<file path="src/rtl/speed_round_scorer.sv">
// N-player speed-round press counter: synchronises buttons, counts presses while the round is open,
// then scans the counters one per cycle for winner/tie/max. Optional false-start detection: FALSE_START_EN.
module speed_round_scorer #(
    parameter int NUM_PLAYERS = 2,
    parameter int CNT_W       = 8,
    parameter int IDX_W       = 1
) (
    input  logic                   clk,
    input  logic                   rst,
    input  logic [NUM_PLAYERS-1:0] push,
    input  logic                   speed_round,
    input  logic                   speed_exit,
    input  logic [IDX_W-1:0]       rd_sel,
    output logic [CNT_W-1:0]       rd_count,
    output logic                   busy,
    output logic                   result_valid,
    output logic [IDX_W-1:0]       winner,
    output logic                   tie,
    output logic [CNT_W-1:0]       max_count
`ifdef FALSE_START_EN
    ,
    output logic [NUM_PLAYERS-1:0] dq
`endif
);

    localparam logic [1:0] IDLE  = 2'd0;
    localparam logic [1:0] COUNT = 2'd1;
    localparam logic [1:0] SCAN  = 2'd2;
    localparam logic [1:0] DONE  = 2'd3;

    localparam logic [CNT_W-1:0] CNT_MAX  = '1;
    localparam logic [IDX_W-1:0] LAST_IDX = IDX_W'(NUM_PLAYERS - 1);

    logic [1:0]             state;
    logic [NUM_PLAYERS-1:0] sync1, sync2, sync2_prev, pulse;
    logic [CNT_W-1:0]       cnt [NUM_PLAYERS];
    logic [NUM_PLAYERS-1:0] dq_vec;

    logic [IDX_W-1:0] scan_idx, best_idx, nxt_idx;
    logic [CNT_W-1:0] best_cnt, nxt_cnt, cur_cnt;
    logic             best_tie, nxt_tie, have_best, nxt_have, cur_dq;

    // Two flops for metastability, a third to find the rising edge of the clean level.
    // NOTE: sequential state uses non-blocking assignments so every flop samples pre-edge values.
    always_ff @(posedge clk or negedge rst) begin
        if (!rst) begin
            sync1      <= '0;
            sync2      <= '0;
            sync2_prev <= '0;
        end else begin
            sync1      <= push;
            sync2      <= sync1;
            sync2_prev <= sync2;
        end
    end

    assign pulse = sync2 & ~sync2_prev;

`ifdef FALSE_START_EN
    always_ff @(posedge clk or negedge rst) begin
        if (!rst) begin
            dq_vec <= '0;
        end else if (speed_exit) begin
            dq_vec <= '0;
        end else if (state == IDLE) begin
            dq_vec <= dq_vec | pulse;
        end
    end

    assign dq = dq_vec;
`else
    assign dq_vec = '0;
`endif

    // NOTE: the counter array is a handful of flops, not a RAM, so it is reset like any other register.
    always_ff @(posedge clk or negedge rst) begin
        if (!rst) begin
            for (int i = 0; i < NUM_PLAYERS; i++) cnt[i] <= '0;
        end else if (speed_exit) begin
            for (int i = 0; i < NUM_PLAYERS; i++) cnt[i] <= '0;
        end else if (state == COUNT) begin
            for (int i = 0; i < NUM_PLAYERS; i++) begin
                if (pulse[i] && cnt[i] != CNT_MAX) cnt[i] <= cnt[i] + CNT_W'(1);
            end
        end
    end

    // Loop-based selection keeps out-of-range indices (non power-of-two player counts) reading zero.
    // NOTE: every combinational output gets a default first so no path leaves it unassigned (no latch).
    always_comb begin
        cur_cnt  = '0;
        cur_dq   = 1'b0;
        rd_count = '0;
        for (int i = 0; i < NUM_PLAYERS; i++) begin
            if (scan_idx == IDX_W'(i)) begin
                cur_cnt = cnt[i];
                cur_dq  = dq_vec[i];
            end
            if (rd_sel == IDX_W'(i)) rd_count = cnt[i];
        end
    end

    always_comb begin
        nxt_cnt  = best_cnt;
        nxt_idx  = best_idx;
        nxt_tie  = best_tie;
        nxt_have = have_best;
        if (!cur_dq) begin
            if (!have_best || cur_cnt > best_cnt) begin
                nxt_cnt  = cur_cnt;
                nxt_idx  = scan_idx;
                nxt_tie  = 1'b0;
                nxt_have = 1'b1;
            end else if (cur_cnt == best_cnt) begin
                nxt_tie = 1'b1;
            end
        end
        // Nobody eligible: report an all-way tie at zero.
        if (scan_idx == LAST_IDX && !nxt_have) begin
            nxt_cnt = '0;
            nxt_idx = '0;
            nxt_tie = 1'b1;
        end
    end

    always_ff @(posedge clk or negedge rst) begin
        if (!rst) begin
            state     <= IDLE;
            scan_idx  <= '0;
            best_idx  <= '0;
            best_cnt  <= '0;
            best_tie  <= 1'b0;
            have_best <= 1'b0;
        end else if (speed_exit) begin
            state     <= IDLE;
            scan_idx  <= '0;
            best_idx  <= '0;
            best_cnt  <= '0;
            best_tie  <= 1'b0;
            have_best <= 1'b0;
        end else begin
            case (state)
                IDLE: begin
                    if (speed_round) state <= COUNT;
                end
                COUNT: begin
                    if (!speed_round) begin
                        state     <= SCAN;
                        scan_idx  <= '0;
                        best_idx  <= '0;
                        best_cnt  <= '0;
                        best_tie  <= 1'b0;
                        have_best <= 1'b0;
                    end
                end
                SCAN: begin
                    best_cnt  <= nxt_cnt;
                    best_idx  <= nxt_idx;
                    best_tie  <= nxt_tie;
                    have_best <= nxt_have;
                    scan_idx  <= scan_idx + IDX_W'(1);
                    if (scan_idx == LAST_IDX) state <= DONE;
                end
                DONE: ;
                default: state <= IDLE;
            endcase
        end
    end

    assign result_valid = (state == DONE);
    assign busy         = (state == COUNT) || (state == SCAN);
    assign winner       = result_valid ? best_idx : '0;
    assign tie          = result_valid ? best_tie : 1'b0;
    assign max_count    = result_valid ? best_cnt : '0;

endmodule

</file>
<file path="config.mk">
export PLATFORM = sky130hd
export DESIGN_NAME = speed_round_scorer
export DESIGN_NICKNAME = d
export VERILOG_FILES = /design/src/rtl/speed_round_scorer.sv
export SDC_FILE = /design/constraint.sdc
export NUM_CORES = 1
export LEC_CHECK = 0
export CAP_MARGIN = 0
export CORE_MARGIN = 3
export CORE_UTILIZATION = 50
export CTS_CLUSTER_DIAMETER = 50
export DETAILED_ROUTE_END_ITERATION = 10
export DONT_BUFFER_PORTS = 1
export PLACE_DENSITY = 0.68
export REMOVE_ABC_BUFFERS = 1
export SYNTH_ARGS = -nofsm -noshare
export SYNTH_HDL_FRONTEND = slang
export SYNTH_SLANG_ARGS = --single-unit
export TNS_END_PERCENT = 50
</file>
<file path="constraint.sdc">
create_clock -name clk -period 3.43 [get_ports clk]
set_clock_uncertainty 0.05 [all_clocks]
set_input_delay 0.686 -clock clk [delete_from_list [all_inputs] [get_ports clk]]
set_output_delay 0.686 -clock clk [all_outputs]
set_load 0.1 [all_outputs]
</file>
==> results.txt, run 1 <==
----------------------------------------------------
[Worst setup path]
  Arrival time reported for the critical path endpoint ... 2.74 ns
  Maximum fanout count along the critical path ... 11
  Type of the worst setup path ... register to register
  CP required ... between 3 and 4 ns
  Sort of element at the start of the critical path ... register
  Element type at the critical path end ... register

[Timing]
  Shortest clock period the worst path allows after layout ... 2.58 ns
  Final Hold Fails ... 0
  Max-slew violations ... 0
  Post-route fraction of the period consumed by the critical path ... around 75%
  Worst Max-Slew Pin Slew ... 0.886 ns
  Achievable clock frequency ... 388 MHz
  Final number of setup-violating endpoints ... 0
  Aggregate negative setup slack ... 0 ns
  Setup repair after global routing missed its margin ... no
  Max_slew headroom ... approximately 41%

[Synthesis]
  Most instantiated flip-flop cell in the synthesis netlist ... sky130_fd_sc_hd__dfrtp_1
  Post-Synth XOR/XNOR Area ... around 5%
  Basic-gate share of the synthesized area counting and, or, nand and nor cells ... around 17%
  Complex-gate fraction of the synthesized area ... 13.7%
  Proportion of netlist area held by the largest area contributor ... between 40 and 50%
  Warning count from the yosys run ... 0
  Sequential element share of the synthesized area ... 43.0%
  Number of synthesized register bits ... 36
  Fraction of registers with async set or reset after synthesis ... 100%
  Avg Synthesized Cell Area ... around 10 um2
  Post-synthesis mux area share ... 9.96%
  Post-synth top area cell ... sky130_fd_sc_hd__dfrtp_1
  Number of different library cells in the post-synthesis netlist ... 36
  Post-synthesis cell area ... between 0.002 and 0.0025 mm2
  Adder and majority cell fraction of the synthesized area ... roughly 8.4%
  Dominant combinational cell family by area after synthesis ... simple AND/OR/NAND/NOR gates
  Cell types occupying the most area after synthesis ... sky130_fd_sc_hd__dfrtp_1 (43%), sky130_fd_sc_hd__ha_1 (8.4%), sky130_fd_sc_hd__mux2_2 (8.1%)
  Gate count of the mapped netlist ... 204
  Top cells by count, synth ... sky130_fd_sc_hd__dfrtp_1 (36), sky130_fd_sc_hd__nor2_1 (21), sky130_fd_sc_hd__mux2_2 (15), sky130_fd_sc_hd__ha_1 (14), sky130_fd_sc_hd__inv_1 (13)
  Most used standard cell by instance count after synthesis ... sky130_fd_sc_hd__dfrtp_1
  Number of synthesized flops with an enable pin ... 0

[Detailed routing]
  Number of vias per cell after detailed routing ... between 5 and 6
  Starting DRT DRC Count ... between 100 and 150
  Detailed Routing Iterations Pass 1 ... 4
  Post-route antenna net violation count ... 0
  Final WL ... about 4400 um
  DR WL/cell ... about 17 um
  Total vias in the final route ... approximately 1500
  Post-route DRC violation count ... 0

[Floorplan]
  Core area ... roughly 0.0039 mm2
  I/O pin count ... 27
  Width of the die ... slightly above 70 um
  Row count ... 22
  Area enclosed by the die boundary ... approximately 0.005 mm2
  Chip Height ... 70.8 um
  Effective utilization at floorplan ... between 50% and 60%

[Clocking]
  Hold buffer count at CTS ... 0
  Post-cts repair resize count ... 0
  CTS buffer count ... 5
  Buffers inserted during post-CTS setup optimization ... 0
  Sinks on the clock net ... 36
  H-tree level count ... 2
  CTS tree ... done
  Register clock-pin slew on the reported worst setup and hold paths ... ~0.070 ns
  Clock latency at the later pin of the worst-skew pair ... about 0.29 ns
  Root Driver ... sky130_fd_sc_hd__clkbuf_8
  Clock tree buffer depth ... 2

[Power]
  Worst-case vdd ir drop ... about 0.00039 V
  Power, Total ... ~1.1 mW
  Power density over the cells ... just under 500 mW/mm2
  Static leakage ... approximately 1.0 nW

[Layout]
  Count of nets after finishing ... ~240
  Fraction of final layout cells sized beyond drive strength 1 ... approximately 17%
  Area Growth Syn to Fin ... 9.73%
  Fill cell instance count of the final layout ... about 330
  Number of antenna cells inserted ... 0

[Run]
  Max-Cap Viols ... 0

[Global route]
  Remaining Overflow, GRT ... 0
  Total Routing Usage GR ... between 10% and 20%
  Vias in the first global route ... roughly 1700
  Global-route wire length before repair ... 7600 um
  Antenna violations before repair ... 0
  Largest net degree at the start of global routing ... 37

[Placed design]
  Number of port buffers ... 0
  Placer's final routability congestion estimate ... between 0.8 and 0.9
  Sum of net half-perimeters after detailed placement ... approximately 3200 um

[Outcome]
  Result of the run ... complete, no violations

[Worst hold path]
  Classification of the worst-slack hold path ... input port to asynchronous set/reset pin

----------------------------------------------------
layout make-up:
cell class                      instances  area [um2]  area share (%)
Sequential cell                        36         901            39.2
Inverter                               13        48.8            2.12
Clock buffer                            6        72.6            3.15
Tap cell                               48        60.1            2.61
Clock inverter                          1        5.00           0.218
Multi-Input combinational cell        151        1130            49.2
Timing Repair Buffer                   11        82.6            3.59
sequential cells by signal (all words and copies together), names as in the netlist:
signal	flops
cnt	16
sync2	2
sync1	2
state	2
best_idx	1
have_best	1
scan_idx	1
best_tie	1
best_cnt	8
sync2_prev	2
cells by family after synthesis:
logic type               Yosys count
buffers and inverters             17
XOR/XNOR                          12
adder cells (fa/ha/maj)           14
AO/OA/AOI/OAI                     35
multiplexers                      19
flip-flops                        36
AND/OR/NAND/NOR                   71
through the flow:
stage          instances  hold slack [ns]  util (%)  worst slack [ns]  cell area (um2)
2_1_floorplan        200            0.281         -             0.557             2080
5_1_grt              266           0.0186      59.7             0.658             2300
3_5_place_dp         259            0.290      57.7             0.879             2220
6_report             266           0.0348      59.7             0.851             2300
4_1_cts              266           0.0301      59.7             0.866             2300
3_3_place_gp         259            0.288      57.7             0.984             2220
worst max-delay path: stages (launching register included):
cell	delay (ns)
sky130_fd_sc_hd__dfrtp_1	0.56
sky130_fd_sc_hd__mux2_2	0.40
sky130_fd_sc_hd__ha_1	0.29
sky130_fd_sc_hd__nor2b_1	0.14
sky130_fd_sc_hd__o211ai_1	0.11
sky130_fd_sc_hd__a31oi_1	0.59
sky130_fd_sc_hd__nand2_1	0.18
sky130_fd_sc_hd__o2bb2ai_1	0.18
where the power goes:
part           internal, mW  total [mW]  switching [mW]
logic                 0.111       0.364           0.252
registers             0.456       0.494          0.0384
clock network         0.138       0.282           0.144
total                 0.705        1.14           0.434
cell usage in the layout, fill, tap and decap left out, types with 7 or more instances in the layout:
master and count:
sky130_fd_sc_hd__buf_4 11, sky130_fd_sc_hd__dfrtp_1 36, sky130_fd_sc_hd__inv_1 13, sky130_fd_sc_hd__and2_1 10, sky130_fd_sc_hd__nand2_1 10, sky130_fd_sc_hd__nor3_1 8, sky130_fd_sc_hd__a32o_1 7, sky130_fd_sc_hd__mux2_2 15
sky130_fd_sc_hd__nand3_1 8, sky130_fd_sc_hd__nor2_1 21, sky130_fd_sc_hd__xnor2_1 9, sky130_fd_sc_hd__ha_1 14
routing by layer:
layer	wire, um	vias to the layer above	track usage (%)
met2	2160	41	29.7
met3	209	8	5.40
li1	-	754	-
met1	1990	743	24.5
met4	82	0	9.60
met5	0	-	0
path summary, 6_finish.rpt:
kind                                           start                   end  slack, ns  cells past startpoint
worst max-delay path            scan_idx$_DFFE_PN0P_  best_idx$_DFFE_PN0P_       0.85                      7
worst min-delay path                             rst  best_tie$_DFFE_PN0P_       0.03                      0
worst max register to register  scan_idx$_DFFE_PN0P_  best_idx$_DFFE_PN0P_       0.85                      7
worst min register to register    sync1[0]$_DFF_PN0_    sync2[0]$_DFF_PN0_       0.30                      0
max in group asynchronous                        rst    cnt[9]$_DFFE_PN0P_       3.19                      0
min in group clk                  sync1[0]$_DFF_PN0_    sync2[0]$_DFF_PN0_       0.30                      0
Note: power is estimated with default switching activity, not from simulation.
==> run 2, diff against run 1 <==
- PLACE_DENSITY: 0.68 -> 0.71
- clock period: 3.43 -> 2.2 ns (I/O delays scaled with it)
==> run 2 against run 1 <==
Against the previous run:
- the flow now finishes with violations (setup timing)
- clock power is 110% higher
- power is 82% higher
- flip-flop and latch count stayed put
- setup slack worse by 1.1 ns
- sequential power is 57% higher
- wire length is 18% higher
- final cell count is 12% higher
- cell area is 24% higher
- combinational power is 98% higher
- critical path type unchanged
- highest routed layer unchanged
==> results.txt, run 2 (synthesis results as in run 1) <==
----------------------------------------------------
[Power]
  Worst-case vdd ir drop ... between 0.0007 and 0.0008 V
  Power, Total ... roughly 2.1 mW
  Reported net switching power ... between 700 and 800 uW
  Internal power ... 1.29 mW
  Logic gate share of total power ... ~35%
  Power share of the clock group ... between 20 and 30%
  Static leakage ... 1.21 nW
  Power density over the cells ... between 700 and 800 mW/mm2
  Part of the total power dissipated in sequential elements ... a little under two fifths
  Net switching share of the total power ... 37.7%

[Global route]
  Total Routing Usage GR ... approximately 23%
  Antenna violations before repair ... 0
  Global-route wire length before repair ... ~9000 um
  Largest net degree at the start of global routing ... 37
  Remaining Overflow, GRT ... 0
  Vias in the first global route ... roughly 1800

[Clocking]
  CTS buffer count ... 5
  Sinks on the clock net ... 36
  Clock latency at the later pin of the worst-skew pair ... approximately 0.29 ns
  Root Driver ... sky130_fd_sc_hd__clkbuf_8
  CTS tree ... done
  H-tree level count ... 2
  Register clock-pin slew on the reported worst setup and hold paths ... roughly 0.070 ns
  Clock tree buffer depth ... 2

[Worst setup path]
  Sort of element at the start of the critical path ... register
  Element type at the critical path end ... register
  Type of the worst setup path ... register to register
  Arrival time reported for the critical path endpoint ... 2.53 ns
  CP required ... roughly 2.3 ns
  Slowest library cell on the worst path ... sky130_fd_sc_hd__dfrtp_2
  Maximum fanout count along the critical path ... 8
  Max stage delay on crit path ... ~0.45 ns
  Worst-path cell chain ... mux2_2, ha_1, nand4_1, o22ai_1, o21ai_1, buf_4, a32o_1

[Timing]
  Achievable clock frequency ... approximately 420 MHz
  Max-slew violations ... 0
  Final number of setup-violating endpoints ... 10
  Worst Setup Slack, final ... -0.200 ns
  Worst Max-Slew Pin Slew ... 0.529 ns
  Max_slew headroom ... about two thirds
  Setup repair after global routing missed its margin ... yes
  Aggregate negative setup slack ... -1.59 ns
  Post-route fraction of the period consumed by the critical path ... 109%
  Final Hold Fails ... 0
  Shortest clock period the worst path allows after layout ... approximately 2.4 ns

[Outcome]
  Failing checks ... setup timing
  Result of the run ... finished, violations left

[Layout]
  Fraction of final layout cells sized beyond drive strength 1 ... 32.1%
  Final instance count without filler cells ... 297
  Seq. cell area ... approximately 900 um2
  Fin area ... 0.00285 mm2
  Area Growth Syn to Fin ... 35.8%
  Most common cell after layout, fill and taps aside ... sky130_fd_sc_hd__dfrtp_1
  Number of antenna cells inserted ... 0
  Area of the multi-input gates ... ~0.0013 mm2
  Leading cell types in the layout, fill and taps excluded ... sky130_fd_sc_hd__dfrtp_1 (35), sky130_fd_sc_hd__buf_4 (27), sky130_fd_sc_hd__nor2_1 (20)
  Count of nets after finishing ... roughly 270
  Largest register by flop count ... cnt
  Largest registers in the final layout ... cnt: 16 flops, best_cnt: 8 flops
  Max reg flops ... 16
  Fill cell instance count of the final layout ... roughly 260

[Floorplan]
  Core area ... 0.00385 mm2
  Area enclosed by the die boundary ... around 0.0050 mm2
  I/O pin count ... 27
  Chip Height ... slightly above 70 um
  Effective utilization at floorplan ... between 50% and 60%
  Width of the die ... 70.8 um
  Row count ... 22

[Placed design]
  Worst Setup Slack post-DPL ... -0.266 ns
  Post-place instance area ... roughly 0.0025 mm2
  Placer's final routability congestion estimate ... approximately 0.87
  Sum of net half-perimeters after detailed placement ... 3450 um
  Number of cells after detailed placement ... between 200 and 300
  Number of port buffers ... 0

[Detailed routing]
  Starting DRT DRC Count ... about 150
  Total vias in the final route ... about 1800
  DR WL/cell ... approximately 18 um
  Final WL ... ~5300 um
  Detailed Routing Iterations Pass 1 ... 4
  Number of vias per cell after detailed routing ... 5.98
  Post-route antenna net violation count ... 0
  Post-route DRC violation count ... 0

[Run]
  Max-Cap Viols ... 0

[Worst hold path]
  Classification of the worst-slack hold path ... input port to register

----------------------------------------------------
## run 2: changes by cell type in the layout (fill, tap and decap cells not counted), moves of 2 or more
cell	previous run	this run
sky130_fd_sc_hd__a31oi_1	2	0
sky130_fd_sc_hd__a31oi_4	0	2
sky130_fd_sc_hd__buf_12	0	11
sky130_fd_sc_hd__buf_4	11	27
sky130_fd_sc_hd__ha_1	14	9
sky130_fd_sc_hd__ha_4	0	5
sky130_fd_sc_hd__mux2_2	15	12
sky130_fd_sc_hd__mux2_4	0	3
## run 2: final cells by class
type | instances | area share (%)
clock buffer | 5 | 2.42
clock inverter | 3 | 1.49
inverter | 13 | 1.71
multi-input combinational | 152 | 45.0
sequential | 36 | 31.7
tap | 48 | 2.11
timing repair buffer | 40 | 15.6
## run 2: power groups by stage
stage / registers, mW / logic (mW) / clock network [mW]
floorplan: 0.768 / 0.488 / 0
global placement: 0.772 / 0.606 / 0
detailed placement: 0.779 / 0.624 / 0
CTS: 0.773 / 0.695 / 0.591
global route: 0.783 / 0.778 / 0.631
finish: 0.776 / 0.719 / 0.582
## run 2: timing repair
item | 4_1_cts | 5_1_grt
pin swaps | 19 | 3
hold endpoints to repair | 36 | 0
cloned | 1 | 0
hold buffers | 2 | 0
setup endpoints to repair | 10 | 10
gates resized for setup | 18 | 2
buffers inserted | 2 | 2
## run 2: path summary, 6_finish.rpt
path	slack (ns)	endpoint	startpoint	cells past startpoint
setup / recovery	-0.20	best_cnt[2]$_DFFE_PN0P_	scan_idx$_DFFE_PN0P_	7
hold / removal	0.12	sync1[0]$_DFF_PN0_	push[0]	0
setup reg to reg	-0.20	best_cnt[2]$_DFFE_PN0P_	scan_idx$_DFFE_PN0P_	7
hold reg to reg	0.30	sync2[1]$_DFF_PN0_	sync1[1]$_DFF_PN0_	0
max in group asynchronous	1.34	scan_idx$_DFFE_PN0P_	rst	2
min in group asynchronous	0.56	best_idx$_DFFE_PN0P_	rst	2
## run 2: routing by layer
layer / up-vias / part of all wire, % / wire length, um / track usage, %
met5: - / 0 / 0 / 0
met4: 0 / 2.8 / 146 / 13.4
met3: 14 / 5.5 / 288 / 5.68
met2: 68 / 50 / 2650 / 36.8
met1: 873 / 41 / 2170 / 26.8
li1: 820 / - / - / -
## run 2: per-stage QoR
| step | hold slack (ns) | util, % |
|---|---|---|
| final | 0.124 | 73.9 |
| after global routing | 0.101 | 73.9 |
| after CTS | 0.112 | 73.2 |
| after detailed placement | 0.0956 | 65.4 |
| after global placement | 0.0955 | 65.4 |
| after floorplan | 0.0944 | - |
## run 2: critical path: cells and delay by family (launching register included)
family | cells | cell delay (ns)
adder cells (fa/ha/maj) | 1 | 0.34
AND/OR/NAND/NOR | 1 | 0.21
AO/OA/AOI/OAI | 3 | 0.63
multiplexers | 1 | 0.40
buffers and inverters | 1 | 0.20
flip-flops | 1 | 0.45
==> run 3, diff against run 2 <==
- CORE_MARGIN: 3 -> unset
- CORE_UTILIZATION: 50 -> 57
- PLACE_DENSITY: 0.71 -> 0.78
==> run 3 against run 2 <==
Against the previous run:
- the run still ends with setup timing left
- clock-buffer cell count up 1
- non-clock buffer count up 3
- combinational power up 13%
- setup slack worse by 0.11 ns
- via count up 17%
- clock power up 3%
- cell area up 2.5%
- maximum frequency down 4.2%
- final cell count up 0.34%
- largest cell class unchanged
- largest power group is now combinational logic
==> results.txt, run 3 (synthesis results as in run 1) <==
----------------------------------------------------
[Timing]
  Post-route fraction of the period consumed by the critical path ... 114%
  Max_slew headroom ... between 60 and 70%
  Max-slew violations ... 0
  Achievable clock frequency ... 399 MHz
  Final Hold Fails ... 0
  Worst Max-Slew Pin Slew ... approximately 0.6 ns
  Setup repair after global routing missed its margin ... yes
  Worst Setup Slack, final ... -0.306 ns
  Final number of setup-violating endpoints ... 10
  Shortest clock period the worst path allows after layout ... about 2.5 ns

[Detailed routing]
  Post-route antenna net violation count ... 0
  Met1 routed wirelength after detailed routing ... 2820 um
  Met3 wire length ... 695 um
  Post-route DRC violation count ... 0
  Topmost layer with routed signal wires ... met4
  Detailed Routing Iterations Pass 1 ... 5
  Total vias in the final route ... approximately 2100
  DR WL/cell ... roughly 26 um
  Amount of wire on met2 after detailed routing ... between 3000 and 4000 um
  Starting DRT DRC Count ... between 300 and 400
  Final WL ... a little under 8000 um
  Number of vias per cell after detailed routing ... roughly 6.9

[Clocking]
  Root Driver ... sky130_fd_sc_hd__clkbuf_8
  CTS tree ... done
  Sinks on the clock net ... 36
  H-tree level count ... 2
  Register clock-pin slew on the reported worst setup and hold paths ... 0.08 ns
  Clock tree buffer depth ... 2
  Clock latency at the later pin of the worst-skew pair ... 0.31 ns
  CTS buffer count ... 5

[Layout]
  Leading cell types in the layout, fill and taps excluded ... sky130_fd_sc_hd__dfrtp_1 (36), sky130_fd_sc_hd__buf_4 (29), sky130_fd_sc_hd__nor2_1 (20)
  Largest registers in the final layout ... cnt: 16 flops, best_cnt: 8 flops
  Number of antenna cells inserted ... 0
  Most common cell after layout, fill and taps aside ... sky130_fd_sc_hd__dfrtp_1
  Max reg flops ... 16
  Largest register by flop count ... cnt
  Count of nets after finishing ... 272
  Area Growth Syn to Fin ... 39.1%
  Fill cell instance count of the final layout ... between 150 and 200
  Fraction of final layout cells sized beyond drive strength 1 ... about a third
  Fin area ... a little under 0.003 mm2
  Final instance count without filler cells ... roughly 300

[Global route]
  Vias in the first global route ... 2077
  Global-route wire length before repair ... 11300 um
  Total Routing Usage GR ... about two fifths
  Antenna violations before repair ... 0
  Remaining Overflow, GRT ... 0
  Largest net degree at the start of global routing ... 37

[Floorplan]
  Width of the die ... 62.7 um
  Chip Height ... 62.7 um
  Area enclosed by the die boundary ... ~0.004 mm2
  I/O pin count ... 27
  Core area ... ~0.0034 mm2
  Effective utilization at floorplan ... about three fifths
  Row count ... 21

[Placed design]
  Sum of net half-perimeters after detailed placement ... ~3700 um
  Number of port buffers ... 0
  Number of cells after detailed placement ... roughly 280
  Placer's final routability congestion estimate ... ~0.95
  Post-place instance area ... 0.00250 mm2

[Power]
  Worst-case vdd ir drop ... around 0.0011 V
  Static leakage ... approximately 1.3 nW
  Power, Total ... 2.18 mW
  Power density over the cells ... ~750 mW/mm2

[Worst setup path]
  CP bufs+invs ... 2
  Gate family responsible for the most delay along the worst path ... compound AO/OA/AOI/OAI gates
  CP required ... 2.34 ns
  Arrival time reported for the critical path endpoint ... around 2.7 ns
  Element type at the critical path end ... register
  Slowest library cell on the worst path ... sky130_fd_sc_hd__dfrtp_1
  Worst-path cell chain ... buf_6, mux2_2, ha_4, nand4_1, buf_4, a32oi_4, o21ai_4, a32o_2
  Type of the worst setup path ... register to register
  Maximum fanout count along the critical path ... 5
  FF-to-FF Start ... scan_idx$_DFFE_PN0P_
  Launch point of the worst path ... scan_idx$_DFFE_PN0P_
  Max stage delay on crit path ... approximately 0.43 ns
  Sort of element at the start of the critical path ... register

[Run]
  Max-Cap Viols ... 0

[Worst hold path]
  Worst min-delay path startpoint ... push[0]
  Classification of the worst-slack hold path ... input port to register

[Outcome]
  Result of the run ... finished, violations left
  Failing checks ... setup timing

----------------------------------------------------
==> run 3: cell types whose count changed in the layout (fill, tap and decap cells not counted), sizes merged <==
cell	previous run	this run
buf	39	42
clkinvlp	1	0
clkbuf	5	6
==> run 3: final cells by class <==
class	count	area, um2	area share, %
inverters	13	48.8	1.67
well taps	46	57.6	1.97
flip-flops and latches	36	901	30.9
clock buffers	6	72.6	2.49
multi-input cells	152	1330	45.7
repair buffers	43	470	16.1
clock inverters	2	35.0	1.20
==> run 3: path summary, 6_finish.rpt <==
kind	to	slack (ns)	cells after the start
setup / recovery	best_cnt[2]$_DFFE_PN0P_	-0.31	8
hold / removal	sync1[0]$_DFF_PN0_	0.11	0
setup reg to reg	best_cnt[2]$_DFFE_PN0P_	-0.31	8
hold reg to reg	sync2[1]$_DFF_PN0_	0.30	0
max in group asynchronous	state[0]$_DFFE_PN0P_	1.36	2
min in group asynchronous	best_cnt[2]$_DFFE_PN0P_	0.55	2
==> run 3: repair_timing <==
item,in CTS,in global routing
resized for setup,20,10
pin swaps,8,15
setup buffers,6,3
hold endpoints to repair,36,0
hold buffers,2,0
cloned,1,0
endpoints found under the setup margin,10,10
==> run 3: per-stage QoR <==
stage | utilization (%) | hold slack (ns) | setup TNS, ns | setup slack [ns]
2_1_floorplan | - | 0.0944 | -4.92 | -0.427
3_3_place_gp | 72.7 | 0.0952 | -0.726 | -0.128
3_5_place_dp | 72.7 | 0.0952 | -1.67 | -0.217
4_1_cts | 83.0 | 0.117 | -0.516 | -0.0752
5_1_grt | 84.8 | 0.102 | -3.04 | -0.342
6_report | 84.8 | 0.114 | -2.67 | -0.306
==> run 3: where the power goes <==
part | total (mW) | switching (mW) | internal (mW) | leakage [nW]
clock | 0.597 | 0.260 | 0.337 | 0.0552
sequential | 0.771 | 0.0613 | 0.710 | 0.486
combinational | 0.814 | 0.540 | 0.274 | 0.723
total | 2.18 | 0.861 | 1.32 | 1.26
==> run 3: routing by layer <==
layer | vias up | GRT usage [%]
met1 | 998 | 45.0
met5 | - | 0
met2 | 184 | 67.3
li1 | 825 | -
met3 | 62 | 9.12
met4 | 0 | 23.3
